==> src/rtl/exec_controller.sv <==
// Execution sequencer: turns RUN/STEP/STOP/CLEAR commands into pipeline and PC
// clock enables, counts executed cycles, drains the pipeline on halt and watches for runaway runs.
module exec_controller #(
    parameter int                 DWORD      = 32,
    parameter int                 NB_DRAIN   = 4,
    parameter logic [DWORD-1:0]   MAX_CYCLES = {DWORD{1'b1}},
    parameter int                 NB_STATE   = 3
) (
    input  logic                i_clock,
    input  logic                i_reset,
    input  logic                i_cmd_valid,
    input  logic [1:0]          i_cmd,
    input  logic                i_hlt,
    output logic                o_cmd_ready,
    output logic                o_pipeline_enable,
    output logic                o_pc_enable,
    output logic                o_busy,
    output logic                o_done,
    output logic                o_timeout,
    output logic                o_cmd_err,
    output logic [DWORD-1:0]    o_cycle_count,
    output logic [NB_STATE-1:0] o_state
);

    localparam logic [NB_STATE-1:0] ST_IDLE   = NB_STATE'(0);
    localparam logic [NB_STATE-1:0] ST_RUN    = NB_STATE'(1);
    localparam logic [NB_STATE-1:0] ST_STEP   = NB_STATE'(2);
    localparam logic [NB_STATE-1:0] ST_DRAIN  = NB_STATE'(3);
    localparam logic [NB_STATE-1:0] ST_HALTED = NB_STATE'(4);

    localparam logic [1:0] CMD_RUN   = 2'b00;
    localparam logic [1:0] CMD_STEP  = 2'b01;
    localparam logic [1:0] CMD_STOP  = 2'b10;
    localparam logic [1:0] CMD_CLEAR = 2'b11;

    localparam logic [3:0]       DRAIN_INIT = 4'(NB_DRAIN);
    localparam logic [DWORD-1:0] CNT_MAX    = {DWORD{1'b1}};
    localparam logic [DWORD-1:0] RUN_LIMIT  = MAX_CYCLES - {{(DWORD-1){1'b0}}, 1'b1};

    logic [NB_STATE-1:0] state_q, state_d;
    logic [DWORD-1:0]    cnt_q, cnt_d;
    logic [3:0]          drain_q, drain_d;
    logic                timeout_q, timeout_d;
    logic                done_q, done_d;
    logic                err_q, err_d;
    logic                cmd_fire;
    logic [DWORD-1:0]    cnt_inc;

    // Enables are decoded from registered state only, so they never glitch with inputs.
    assign o_pipeline_enable = (state_q == ST_RUN) || (state_q == ST_STEP) || (state_q == ST_DRAIN);
    assign o_pc_enable       = (state_q == ST_RUN) || (state_q == ST_STEP);
    assign o_busy            = o_pipeline_enable;
    assign o_cmd_ready       = (state_q == ST_IDLE) || (state_q == ST_RUN) || (state_q == ST_HALTED);
    assign o_done            = done_q;
    assign o_timeout         = timeout_q;
    assign o_cmd_err         = err_q;
    assign o_cycle_count     = cnt_q;
    assign o_state           = state_q;

    assign cmd_fire = i_cmd_valid && o_cmd_ready;
    assign cnt_inc  = (cnt_q == CNT_MAX) ? cnt_q : cnt_q + 1'b1;

    always_comb begin
        state_d   = state_q;
        cnt_d     = cnt_q;
        drain_d   = drain_q;
        timeout_d = timeout_q;
        err_d     = 1'b0;
        case (state_q)
            ST_IDLE: begin
                if (cmd_fire) begin
                    case (i_cmd)
                        CMD_RUN:   state_d = ST_RUN;
                        CMD_STEP:  state_d = ST_STEP;
                        CMD_CLEAR: begin
                            cnt_d     = '0;
                            timeout_d = 1'b0;
                        end
                        default:   state_d = ST_IDLE;
                    endcase
                end
            end
            ST_RUN: begin
                cnt_d = cnt_inc;
                if (cmd_fire && (i_cmd != CMD_STOP)) err_d = 1'b1;
                // Halt beats STOP, and STOP beats the watchdog.
                if (i_hlt) begin
                    state_d = ST_DRAIN;
                    drain_d = DRAIN_INIT;
                end else if (cmd_fire && (i_cmd == CMD_STOP)) begin
                    state_d = ST_IDLE;
                end else if (cnt_q == RUN_LIMIT) begin
                    state_d   = ST_HALTED;
                    timeout_d = 1'b1;
                end
            end
            ST_STEP: begin
                cnt_d = cnt_inc;
                if (i_hlt) begin
                    state_d = ST_DRAIN;
                    drain_d = DRAIN_INIT;
                end else begin
                    state_d = ST_IDLE;
                end
            end
            ST_DRAIN: begin
                if (drain_q <= 4'd1) begin
                    state_d = ST_HALTED;
                    drain_d = 4'd0;
                end else begin
                    drain_d = drain_q - 4'd1;
                end
            end
            ST_HALTED: begin
                if (cmd_fire) begin
                    if (i_cmd == CMD_CLEAR) begin
                        state_d   = ST_IDLE;
                        cnt_d     = '0;
                        timeout_d = 1'b0;
                    end else if (i_cmd != CMD_STOP) begin
                        err_d = 1'b1;
                    end
                end
            end
            default: state_d = ST_IDLE;
        endcase
        done_d = (state_d == ST_HALTED) && (state_q != ST_HALTED);
    end

    always_ff @(posedge i_clock) begin
        if (!i_reset) begin
            state_q   <= ST_IDLE;
            cnt_q     <= '0;
            drain_q   <= 4'd0;
            timeout_q <= 1'b0;
            done_q    <= 1'b0;
            err_q     <= 1'b0;
        end else begin
            state_q   <= state_d;
            cnt_q     <= cnt_d;
            drain_q   <= drain_d;
            timeout_q <= timeout_d;
            done_q    <= done_d;
            err_q     <= err_d;
        end
    end

endmodule

==> config.mk <==
export PLATFORM = sky130hd
export DESIGN_NAME = exec_controller
export DESIGN_NICKNAME = d
export VERILOG_FILES = /design/src/rtl/exec_controller.sv
export SDC_FILE = /design/constraint.sdc
export NUM_CORES = 1
export LEC_CHECK = 0
export ABC_AREA = 1
export CORE_MARGIN = 2
export CORE_UTILIZATION = 45
export DETAILED_ROUTE_END_ITERATION = 12
export GPL_TIMING_DRIVEN = 1
export PLACE_DENSITY = 0.69
export RECOVER_POWER = 100
export SLEW_MARGIN = 20
export SYNTH_ARGS = -nofsm -noshare
export SYNTH_HDL_FRONTEND = slang
export SYNTH_SLANG_ARGS = --single-unit
export TNS_END_PERCENT = 30
==> constraint.sdc <==
create_clock -name i_clock -period 2.15 [get_ports i_clock]
set_clock_uncertainty 0.1 [all_clocks]
set_input_delay 0.43 -clock i_clock [delete_from_list [all_inputs] [get_ports i_clock]]
set_output_delay 0.43 -clock i_clock [all_outputs]
set_load 0.02 [all_outputs]
## Word-level counts from Yosys, hierarchy flattened

Index checks and enable logic that the tools add are counted.

- Register bits after elaboration: 42
- Input bits: 6
- Output and inout bits: 42
- Word-level logic and storage cells: 74

- Add/sub/neg operators: 2
- Magnitude comparators: 1
- Eq/ne operators: 19
- Muxes and demuxes: 28
- Reduce and logical (&&, ||, !) cells: 18

Operators with widths:

| cell | count |
|---|---|
| 32-bit 2-to-1 mux | 3 |
| 32-bit equality test (second input constant) | 2 |
| 32-bit one-hot mux with 2 select lines | 1 |
| 32-bit by 1-bit adder with 32-bit output (second input constant) | 1 |
| 3-bit 2-to-1 mux | 7 |
| 3-bit one-hot mux with 5 select lines | 1 |
| 1-bit 2-to-1 mux | 9 |
| 3-bit one-hot mux with 3 select lines | 1 |
| 4-bit 2-to-1 mux | 2 |
| 2-bit by 1-bit inequality test with 1-bit output (second input constant) | 4 |
| 2-bit inequality test (second input constant) | 4 |
| 4-bit one-hot mux with 2 select lines | 1 |
| 3-bit by 2-bit equality test with 1-bit output (second input constant) | 2 |
| 3-bit equality test (second input constant) | 2 |
| 6-bit AND reduction | 1 |
| 2-bit nonzero test | 3 |
| 2-bit equality test (second input constant) | 2 |
| 4-bit by 1-bit less-or-equal comparator with 1-bit output (second input constant) | 1 |
| 1-bit logical AND | 4 |
| 1-bit logical OR | 4 |
| 1-bit one-hot mux with 2 select lines | 2 |
| 4-bit AND reduction | 1 |
| 2-bit OR reduction | 2 |
| 4-bit by 1-bit subtractor with 4-bit output (second input constant) | 1 |
| 7 further kinds | 7 |

## Longest topological paths before layout

- Word-level depth: 10
- Depth in mapped cells: 12
- Gate-level depth less buffers: 11

## Worst setup path after synthesis

No wires, ideal clock.

- Kind: register -> register
- From: register cnt_q[1] (netlist: o_cycle_count[1])
- To: register cnt_q[23] (netlist: o_cycle_count[23])
- Library setup time: 0.115 ns
- Data arrival time: 1.776 ns
- Required time: 1.935 ns
- Path slack: 0.159 ns
- Cell stages (with the launch flop): 12
- Path buffers: 1
- Clock period less this slack: 1.991 ns
- Cells stage by stage: dfxtp_1 > ha_1 > inv_1 > nor2_4 > nand2_2 > nor2_4 > nand3_4 > nand2_4 > inv_4 > buf_6 > a21oi_1 > nor2_1

- Cells in the longest elaborated chain, start to end: 3
- Elaborated cells on any way between the ends: 6
- Classes of those cells: 1 x add/sub; 2 x eq/ne; 2 x mux; 1 x reduce/logical

RTL lines:

| item | line | source |
|---|---|---|
| start, declared | 41 | `logic [DWORD-1:0] cnt_q, cnt_d;` |
| start signal, assigned | 140 | `cnt_q <= cnt_d;` |
| 32-bit by 1-bit adder with 32-bit output / 32-bit equality test (equally long branches) | 61 | `assign cnt_inc = (cnt_q == CNT_MAX) ? cnt_q : cnt_q + 1'b1;` |
| 32-bit 2-to-1 mux / 2-bit inequality test (equally long branches) | n/a |  |
| 32-bit one-hot mux with 2 select lines / 4-bit AND reduction (equally long branches) | n/a |  |

Several ways; a longest one is shown, not always the timed one. The select of a mux whose other input is x is not followed.
A chain may end at the register's enable or synchronous reset.

## Final worst setup path

- From: register state_q[2] (netlist: o_state[2])
- To: output port o_state[2]

RTL lines:

| item | line | source |
|---|---|---|
| start, declared | 40 | `logic [NB_STATE-1:0] state_q, state_d;` |
| start signal, assigned | 139 | `state_q <= state_d;` |
| end, declared | 22 | `output logic [NB_STATE-1:0] o_state` |

No word-level cell between the ends.

==> summary.md <==
| Metric | Value |
|---|---|
| Global-route wire length before repair | `13,100 um` |
| Die ar. | `6950 um^2` |
| Post-DP HPWL | `6120 um` |
| Sw Pwr | `568 uW` |
| Most common cell in the netlist | `nand2_1` |
| Slew margin rel. | `78.1%` |
| Status | `completed` |
| Switch share | `32.5%` |
| Die Height | `83.3 um` |
| Vias per cell | `5.01` |
| Critical Path Fanout Max | `8` |
| Root Driver | `clkbuf_8` |
| Mapped cell area | `2830 um^2` |
| Yosys cell types | `34` |
| Final Hold Vio Count | `0` |
| Synthesized area per cell | `6.05 um^2` |
| Hold buffers post-CTS | `0` |
| Worst skew pair latency | `0.29 ns` |
| Total congestion overflow | `0` |
| Top-Level Pins | `48` |
| Worst-path cell chain | `dlygate4sd3_1` |
| Final worst slack | `0.107 ns` |
| Min-delay worst type | `reg2reg` |
| Min Hold Slack | `0.345 ns` |
| Area leader, netlist | `dfxtp_1` |
| Fin crit share | `95.0%` |
| Logic pwr share | `25.4%` |
| Cells after Synth | `468` |
| Vias | `3,045` |
| Worst R2R Setup Slack | `0.17 ns` |
| Synth top area share | `29.7%` |
| Antenna-violating nets left | `0` |
| Overall routed net length | `7660 um` |
| Average wire per standard cell | `12.6 um` |
| Critical Path AT | `1.51 ns` |
| Antenna violations before repair | `0` |
| Register share of total power | `46.6%` |
| Final setup viols | `0` |
| Post-synthesis register bit count | `42` |
| Syn Nets | `478` |
| First-iteration detailed-routing DRC count | `144` |
| Internal power | `1180 uW` |
| CTS H-Tree Depth | `2` |
| CTS Buf Count | `5` |
| Core area | `5990 um^2` |
| Pwr per Cell Area | `492 nW/um^2` |
| Max incr delay on CP | `0.72 ns` |
| Standard-cell row count | `28` |
| RD Place Congestion | `0.938` |
| Post-synth ARST share | `0%` |
| Number of port buffers | `47` |
| RSZ-0062 raised after global routing | `no` |
| Drt first pass iters | `4` |
| Worst-margin pin slew | `0.327 ns` |
| Die Wd | `83.3 um` |
| P&R area growth vs syn | `25.4%` |
| DRC Markers | `0` |
| Worst Path Buf+Inv | `1` |
| Post-Route Setup TNS | `0 ns` |
| Post-place setup slack | `-0.0503 ns` |
| MaxCap Viol Count | `0` |
| Critical path launch point type | `flip-flop` |
| Num Clock Sinks | `42` |
| YS warnings | `0` |
| EDFF count, synth | `0` |
| Layout cells sized above 1 | `10.3%` |
| Synth Flop Type | `dfxtp_1` |
| Area contributors post-synth | `dfxtp_1 (30%), nand2_1 (17%), nor2_1 (15%)` |
| Pleak | `0.00145 uW` |
| Sequential-to-total area share from yosys stat | `29.7%` |
| Clock share of power | `28.0%` |
| Largest net degree at the start of global routing | `26` |
| Crit path max-delay family | `buffers and inverters` |
| TritonCTS clock tree | `built` |
| FMAX | `489 MHz` |
| GR Util All Layers | `22.9%` |
| Max-slew violations | `0` |
| Vias in the first global route | `2,847` |
| Longest Clk Path Bufs | `2` |
| Starting Density | `47.3%` |
| CP max stage cell | `dlygate4sd3_1` |
| Minimum clock period | `2.04 ns` |
| Clock transition at the registers of the reported paths | `0.08 ns` |
| Crit end category | `primary output` |
| Ant. Diodes | `0` |
| Synth top cells by count | `nand2_1 (130), nor2_1 (116), inv_1 (52), dfxtp_1 (42), nand3_1 (36)` |
| Worst Path Required | `1.62 ns` |
| Final #Nets | `543` |
| Worst VDD drop | `0.388 mV` |
| Setup CP Type | `reg2out` |
## area by class of cell
| class | count | area, um^2 |
|---|---|---|
| Clock buffer | 7 | 76.3 |
| Multi-Input combinational cell | 362 | 1700 |
| Fill cell | 606 | 2440 |
| Timing Repair Buffer | 68 | 637 |
| Sequential cell | 42 | 843 |
| Tap cell | 75 | 93.8 |
| Inverter | 54 | 206 |
## path summary, 6_finish.rpt
path | endpoint | startpoint | cells past startpoint
hold reg to reg | o_timeout | o_timeout | 2
hold / removal | o_timeout | o_timeout | 2
setup / recovery | o_state[2] | o_state[2] | 1
setup reg to reg | o_cycle_count[14] | o_cycle_count[0] | 11
## power groups by stage
stage          Sequential (uW)  Combinational [uW]  Clock, uW
2_1_floorplan              851                 290          0
3_3_place_gp               831                 458          0
3_5_place_dp               831                 463          0
4_1_cts                    815                 462        506
5_1_grt                    819                 488        549
6_report                   815                 444        489
## cell families (layout without fill, tap and decap cells)
logic type	after synthesis	count (layout)	share of synthesized area, %
adders and majority gates	4	4	1.77
buffers and inverters	64	129	10.2
and+or+nand+nor	315	315	48.5
AOI/OAI and AO/OA	34	34	7.07
DFF	42	42	29.7
xor gates and xnor gates	9	9	2.78
## state kept, by name, summed over array words and instances (netlist names)
register / cells
o_cycle_count: 32
o_state: 3
o_timeout: 1
o_cmd_err: 1
o_done: 1
drain_q: 4
## stage by stage
step	power (uW)	instances	util, %	instance area (um^2)
floorplan	1140	468	-	2830
global placement	1290	601	58.1	3480
detailed placement	1290	601	58.1	3480
CTS	1780	608	59.5	3560
global route	1860	608	59.3	3550
finish	1750	608	59.3	3550
## layer usage
layer  global-route usage [%]  share of wire [%]  vias up
met4                     5.22                1.6        0
met3                     5.37                3.7       10
met1                     30.8                 49     1389
met2                     37.2                 46       63
li1                         -                  -     1583
met5                        0                  0        -
## cell usage in the layout (no fill, tap or decap), types with 2 or more instances in the layout
cell type        synthesis  final
clkdlybuf4s50_1          0      6
nor2_2                   7      7
a21oi_1                 17     17
ha_1                     4      4
nor2_1                 116    115
nand4_1                  3      3
buf_4                    2     19
xnor2_1                  2      2
nor3_1                   4      5
o21bai_1                 3      3
clkbuf_1                 2      3
nand2_1                130    131
nor2_4                   3      4
nand3b_1                 2      2
dlygate4sd3_1            0     38
dfxtp_2                  0      2
dfxtp_1                 42     40
xor2_1                   7      7
dlygate4sd2_1            0      2
nand3_1                 36     36
a21oi_2                  3      3
inv_1                   52     52
nand2_2                  5      4
o21ai_0                  6      7
clkbuf_8                 0      5
nand3_2                  4      4
## timing repair
action / in CTS / in global routing
endpoints found under the setup margin: 4 / 4
setup buffers: 0 / 0
pin swaps: 0 / 0
resized for setup: 4 / 4
Note: power is estimated with default switching activity, not from simulation.
